`src/rtl/arb_pkg.sv`:
```
// Shared constants for the 8-way round-robin arbiter: FSM state encodings,
// requester count and index width, plus a small index helper.
package arb_pkg;

    localparam int N_REQ = 8;
    localparam int IDX_W = 3;

    localparam logic [1:0] ST_IDLE  = 2'd0;
    localparam logic [1:0] ST_GRANT = 2'd1;
    localparam logic [1:0] ST_GAP   = 2'd2;

    // Next requester index with natural 7 -> 0 wrap of the 3-bit field.
    function automatic logic [IDX_W-1:0] idx_inc(input logic [IDX_W-1:0] i);
        return i + {{(IDX_W-1){1'b0}}, 1'b1};
    endfunction

endpackage

```
`src/rtl/onehot_dec_3_8.sv`:
```
// Combinational 3-to-8 one-hot decoder with enable; all-zero when disabled.
module onehot_dec_3_8 (
    input  logic       e,
    input  logic [2:0] din,
    output logic [7:0] dout
);

    // Bit k is set only when enabled and the index selects k.
    always_comb begin
        dout = '0;
        for (int k = 0; k < 8; k++) begin
            dout[k] = e && (din == k[2:0]);
        end
    end

endmodule

```
`src/rtl/rr_arbiter_8.sv`:
```
// Round-robin arbiter for 8 requesters. A rotating priority pointer picks the
// first requester at or after ptr; the winner's index is decoded to a one-hot
// grant. Every ownership change passes through a one-cycle GAP, and an
// optional hold timeout revokes a grant that has been held too long.
module rr_arbiter_8 #(
    parameter int N_REQ    = 8,
    parameter int MAX_HOLD = 64,
    parameter int CNT_W    = 7
) (
    input  logic             clk,
    input  logic             rst_n,
    input  logic [N_REQ-1:0] req,
    input  logic [N_REQ-1:0] rel,
    output logic [N_REQ-1:0] gnt,
    output logic [2:0]       gnt_idx,
    output logic             gnt_vld,
    output logic             tmo
);

    import arb_pkg::*;

    // Last cycle index at which a grant may still be held, and the saturation
    // ceiling of the hold counter.
    localparam logic [CNT_W-1:0] HOLD_LAST = CNT_W'((MAX_HOLD == 0) ? 0 : MAX_HOLD - 1);
    localparam logic [CNT_W-1:0] HOLD_SAT  = CNT_W'(MAX_HOLD);

    logic [1:0]       state_q, state_d;
    logic [IDX_W-1:0] ptr_q, ptr_d;
    logic [CNT_W-1:0] hold_cnt_q, hold_cnt_d;
    logic [IDX_W-1:0] gnt_idx_q, gnt_idx_d;
    logic             gnt_vld_q, gnt_vld_d;
    logic [N_REQ-1:0] gnt_q, gnt_d;
    logic             tmo_q, tmo_d;

    logic [2*N_REQ-1:0] req_dbl;
    logic [N_REQ-1:0]   req_rot;
    logic [IDX_W-1:0]   first_off;
    logic [IDX_W-1:0]   winner;
    logic               rel_hit;
    logic               withdraw;
    logic               timeout_hit;
    logic               dec_en;

    // Counter increment that stops at MAX_HOLD; frozen when the timeout is off.
    function automatic logic [CNT_W-1:0] sat_inc(input logic [CNT_W-1:0] v);
        if (MAX_HOLD == 0 || v == HOLD_SAT) begin
            return v;
        end
        return v + {{(CNT_W-1){1'b0}}, 1'b1};
    endfunction

    // Rotate req so ptr lands at bit 0, find the first set bit, then add ptr
    // back to recover the absolute winner index.
    always_comb begin
        req_dbl   = {req, req};
        req_rot   = req_dbl[ptr_q +: N_REQ];
        first_off = '0;
        for (int k = N_REQ - 1; k >= 0; k--) begin
            if (req_rot[k]) begin
                first_off = k[IDX_W-1:0];
            end
        end
        winner = ptr_q + first_off;
    end

    // Reasons to end the current grant; only the owner's rel/req bits matter.
    always_comb begin
        rel_hit     = rel[gnt_idx_q];
        withdraw    = !req[gnt_idx_q];
        timeout_hit = (MAX_HOLD != 0) && (hold_cnt_q == HOLD_LAST);
    end

    // Next-state logic for the FSM, pointer, hold counter and grant index.
    always_comb begin
        state_d    = state_q;
        ptr_d      = ptr_q;
        hold_cnt_d = hold_cnt_q;
        gnt_idx_d  = gnt_idx_q;
        gnt_vld_d  = gnt_vld_q;
        tmo_d      = 1'b0;
        case (state_q)
            ST_IDLE: begin
                if (|req) begin
                    state_d    = ST_GRANT;
                    gnt_idx_d  = winner;
                    gnt_vld_d  = 1'b1;
                    ptr_d      = idx_inc(winner);
                    hold_cnt_d = '0;
                end
            end
            ST_GRANT: begin
                hold_cnt_d = sat_inc(hold_cnt_q);
                if (rel_hit || withdraw || timeout_hit) begin
                    state_d   = ST_GAP;
                    gnt_idx_d = '0;
                    gnt_vld_d = 1'b0;
                    // A voluntary release on the same edge is not a forced revoke.
                    tmo_d     = timeout_hit && !rel_hit && !withdraw;
                end
            end
            ST_GAP: begin
                state_d = ST_IDLE;
            end
            default: begin
                state_d   = ST_IDLE;
                gnt_idx_d = '0;
                gnt_vld_d = 1'b0;
            end
        endcase
    end

    // Grant vector is the decoded next index, enabled only when entering or
    // staying in GRANT, so gnt always agrees with gnt_vld/gnt_idx.
    always_comb begin
        dec_en = (state_d == ST_GRANT);
    end

    onehot_dec_3_8 u_dec (
        .e    (dec_en),
        .din  (gnt_idx_d),
        .dout (gnt_d)
    );

    // State and output registers with asynchronous active-low reset.
    always_ff @(posedge clk or negedge rst_n) begin
        if (!rst_n) begin
            state_q    <= ST_IDLE;
            ptr_q      <= '0;
            hold_cnt_q <= '0;
            gnt_idx_q  <= '0;
            gnt_vld_q  <= 1'b0;
            gnt_q      <= '0;
            tmo_q      <= 1'b0;
        end else begin
            state_q    <= state_d;
            ptr_q      <= ptr_d;
            hold_cnt_q <= hold_cnt_d;
            gnt_idx_q  <= gnt_idx_d;
            gnt_vld_q  <= gnt_vld_d;
            gnt_q      <= gnt_d;
            tmo_q      <= tmo_d;
        end
    end

    assign gnt     = gnt_q;
    assign gnt_idx = gnt_idx_q;
    assign gnt_vld = gnt_vld_q;
    assign tmo     = tmo_q;

endmodule
```
`config.mk`:
```
export PLATFORM = sky130hd
export DESIGN_NAME = rr_arbiter_8
export DESIGN_NICKNAME = d
export VERILOG_FILES = /design/src/rtl/arb_pkg.sv /design/src/rtl/onehot_dec_3_8.sv /design/src/rtl/rr_arbiter_8.sv
export SDC_FILE = /design/constraint.sdc
export NUM_CORES = 1
export LEC_CHECK = 0
export BUFFER_PORTS_ARGS = -buffer_cell sky130_fd_sc_hd__buf_4
export CORE_MARGIN = 1
export CORE_UTILIZATION = 55
export CTS_BUF_LIST = sky130_fd_sc_hd__clkbuf_8
export CTS_CLUSTER_DIAMETER = 120
export DETAILED_ROUTE_END_ITERATION = 16
export GPL_TIMING_DRIVEN = 0
export HOLD_SLACK_MARGIN = 0.15
export PLACE_DENSITY = 0.78
export SYNTH_ARGS = -nofsm -noshare
export SYNTH_HDL_FRONTEND = slang
export SYNTH_SLANG_ARGS = --single-unit
```
`constraint.sdc`:
```
create_clock -name clk -period 8.57 [get_ports clk]
set_input_delay 0.4285 -clock clk [delete_from_list [all_inputs] [get_ports clk]]
set_output_delay 0.4285 -clock clk [all_outputs]
set_load 0.01 [all_outputs]
```
==> flow_summary.ini <==
[finish]
leading_cell_type_in_the_layout_fill_and_taps_excluded = sky130_fd_sc_hd__buf_4
mostFrequentLayoutCells = sky130_fd_sc_hd__buf_4, sky130_fd_sc_hd__nor2_1, sky130_fd_sc_hd__dfrtp_1, sky130_fd_sc_hd__nand2_1
finalNetCount = 271
utilization = 0.679
final_cell_count_no_fill = 293
area_growth_pct = 16.2
post_route_cells_drive_above_1_share = 0.243
antenna_diodes = 0

[place]
dpl.hpwl_um = 3260
post-place-cells = 288
portBuffers = 28
global_placement_routability_congestion = 0.867

[sta]
timing.max_slew.rel_slack = 0.655
fin_worst_hold_slack_ns = 0.545
report.final.slew_viol_count = 0
tightestPinTransition_ns = 0.513
grt_setup_unrepaired = false
fmax_mhz = 238
hold_viol_final = 0
timing.clock.skew_ns = 0.00289
layout_worst_path_cycle_share = 0.491
timing.final.setup_violations = 0
finalCriticalPeriod_ns = 4.21
fin_tns_setup_ns = 0

[grt]
global_route.usage.total = 0.247
gr-total-overflow = 0
wire_length_of_the_first_global_routing_pass_um = 7710
grt_antenna_before_repair = 0
vias_in_the_first_global_route = 1650
grt_max_degree = 26

[critical_path]
crit_fanout = 10
startpoint = ptr_q[1]
worst-r2r-setup-slack_ns = 4.36
timing_worst_setup_path_type = reg2reg
cp-end-kind = register
worst_reg2reg_startpoint = ptr_q[1]
timing.critical_path.arrival_ns = 4.36
setup.worst_path.start_class = register
crit_required_ns = 8.72

[status]
run_status = finished, final reports clean

[route]
detailedRoute.firstPassIterationCount = 4
drt-vias-per-instance = 5.95
drcViolationCount = 0
antenna_violating_nets_post_route = 0
dr.first_iter.drc_count = 188
totalWireLength_um = 4430
route.vias.total = 1743
post_drt_wl_per_cell_um = 15.1

[power]
netSwitchingPower_uw = 362
worst_supply_voltage_drop_on_vdd_mv = 0.235
p_int_uw = 458
cellPowerDensity_mw_per_mm2 = 354
total_power_uw = 820
comb_power_share = 0.688
switching_share = 0.442
power.share.clock = 0.081
seq_power_share = 0.230
p_leak_nw = 1.08

[synthesis]
syn_inst = 214
ys_dominant_reg_cell = sky130_fd_sc_hd__dfrtp_1
synth.ff_latch_count = 25
synthDistinctLibCells = 49
asyncSetResetFlopFracSynth = 1.00
synth_seq_area_share = 0.313
mappedNetlistArea_mm2 = 0.00200
synth.avg_cell_area_um2 = 9.33
synth_fp_nets = 237
synth_edf_count = 0
yosysWarningCount = 0

[min_path]
worst_hold_startpoint = gnt_vld
hold_class = reg2reg

[clock_network]
clockBufferDepth = 2
clock_tree.root_cell = sky130_fd_sc_hd__clkbuf_8
cts_tree = built
htreeDepth = 1
clk_transition_reported_paths_ns = 0.08
cts_inserted_buffers = 3
clkSinkCount = 25
insertion_delay_ns = 0.27

[floorplan]
placementRows = 21
floorplan.initialDensity = 0.584
num_io_pins = 31
die_w_um = 62.2
floorplan.core_area_mm2 = 0.00342
dieArea_mm2 = 0.00387
die_h_um = 62.2

[flow_run]
max_cap_viol_count = 0
[final cells by class]
cell class	instances	area, µm²
clock buffer	3	41.3
timing repair buffer	29	220
buffer	18	91.3
multi-input combinational	162	1240
tap	46	57.6
clock inverter	1	3.75
inverter	9	33.8
sequential	25	626
fill	284	1100
[power groups by stage]
stage          Clock (mW)  Sequential [mW]  Combinational (mW)
2_1_floorplan           0            0.193               0.436
3_5_place_dp            0            0.191               0.561
4_1_cts            0.0690            0.189               0.563
5_1_grt            0.0736            0.196               0.628
3_3_place_gp            0            0.190               0.553
6_report           0.0666            0.189               0.565
[synth_stat cells, drive strengths merged (2+ instances only)]
cell type	n	share of area
o32ai	3	0.013
mux2i	8	0.040
a21oi	7	0.018
a21o	6	0.023
a31oi	4	0.013
clkbuf	7	0.015
dfrtp	25	0.31
ha	4	0.025
a221oi	2	0.0088
inv	9	0.017
a311oi	2	0.0088
a22o	2	0.0088
and3b	3	0.013
mux4	10	0.11
xnor2	5	0.022
nand3	4	0.010
nand4	3	0.0094
mux2	3	0.017
nor3	6	0.021
o21ai	7	0.018
nand2	13	0.024
o311ai	3	0.013
nor2b	9	0.028
and3	2	0.0063
or3b	2	0.0088
xor2	5	0.022
buf	11	0.031
nor2	25	0.047
and2	3	0.0094
o211ai	2	0.0075
nand2b	5	0.016
nor4	2	0.0063
[worst max-delay path, cell delays in order, from the launching register on]
cell and delay (ns):
sky130_fd_sc_hd__dfrtp_1 0.40, sky130_fd_sc_hd__buf_2 0.17, sky130_fd_sc_hd__buf_2 0.18, sky130_fd_sc_hd__buf_2 0.19, sky130_fd_sc_hd__and3b_1 0.20, sky130_fd_sc_hd__o311ai_0 0.43, sky130_fd_sc_hd__a211o_1 0.23, sky130_fd_sc_hd__a311oi_1 0.09
sky130_fd_sc_hd__a31oi_1 0.27, sky130_fd_sc_hd__o311ai_1 0.17, sky130_fd_sc_hd__a32o_1 0.29, sky130_fd_sc_hd__ha_1 0.20, sky130_fd_sc_hd__fa_1 0.49, sky130_fd_sc_hd__ha_1 0.22, sky130_fd_sc_hd__xnor2_1 0.17, sky130_fd_sc_hd__xnor2_1 0.14
sky130_fd_sc_hd__nand2_1 0.08, sky130_fd_sc_hd__xnor2_1 0.15
[flip-flops by register name (all words and copies together), names as in the netlist]
signal	flops
gnt_idx	3
ptr_q	3
hold_cnt_q	7
tmo	1
gnt_vld	1
state_q	2
gnt	8
[stage by stage]
stage                     cell area [µm²]  worst slack, ns
after floorplan                      2000             4.87
after global placement               2260             4.51
after detailed placement             2260             4.47
after CTS                            2320             4.44
after global routing                 2320             4.07
final                                2320             4.36
[timing repair]
item                      in CTS  in global routing
buffers inserted               0                  0
hold buffers                   1                  0
resized for setup              0                  0
hold endpoints to repair      25                  0
[worst paths after layout]
| kind | depth (start not counted) | to |
|---|---|---|
| worst max-delay path | 17 | ptr_q[2] |
| worst min-delay path | 2 | gnt_vld |
| worst max register to register | 17 | ptr_q[2] |
| worst min register to register | 2 | gnt_vld |
| max in group asynchronous | 2 | ptr_q[0] |
| min in group asynchronous | 2 | tmo |
[kinds of logic (layout without fill, tap and decap cells)]
group | after synthesis | count (layout) | share of synthesized area
xor gates and xnor gates | 10 | 10 | 0.0439
muxes | 21 | 21 | 0.170
AOI/OAI and AO/OA | 44 | 44 | 0.157
and+or+nand+nor | 82 | 82 | 0.218
buffers and inverters | 27 | 60 | 0.0627
DFF | 25 | 25 | 0.313
adders and majority gates | 5 | 5 | 0.0351
[metal layers]
layer  track usage  vias to the layer above  routed length (µm)
li1              -                      842                   -
met1         0.364                      818                2040
met2         0.391                       77                2010
met3        0.0496                        6                 354
met4        0.0233                        0                  22
met5             0                        -                   0
No activity file was read; power rests on OpenSTA's default activity.
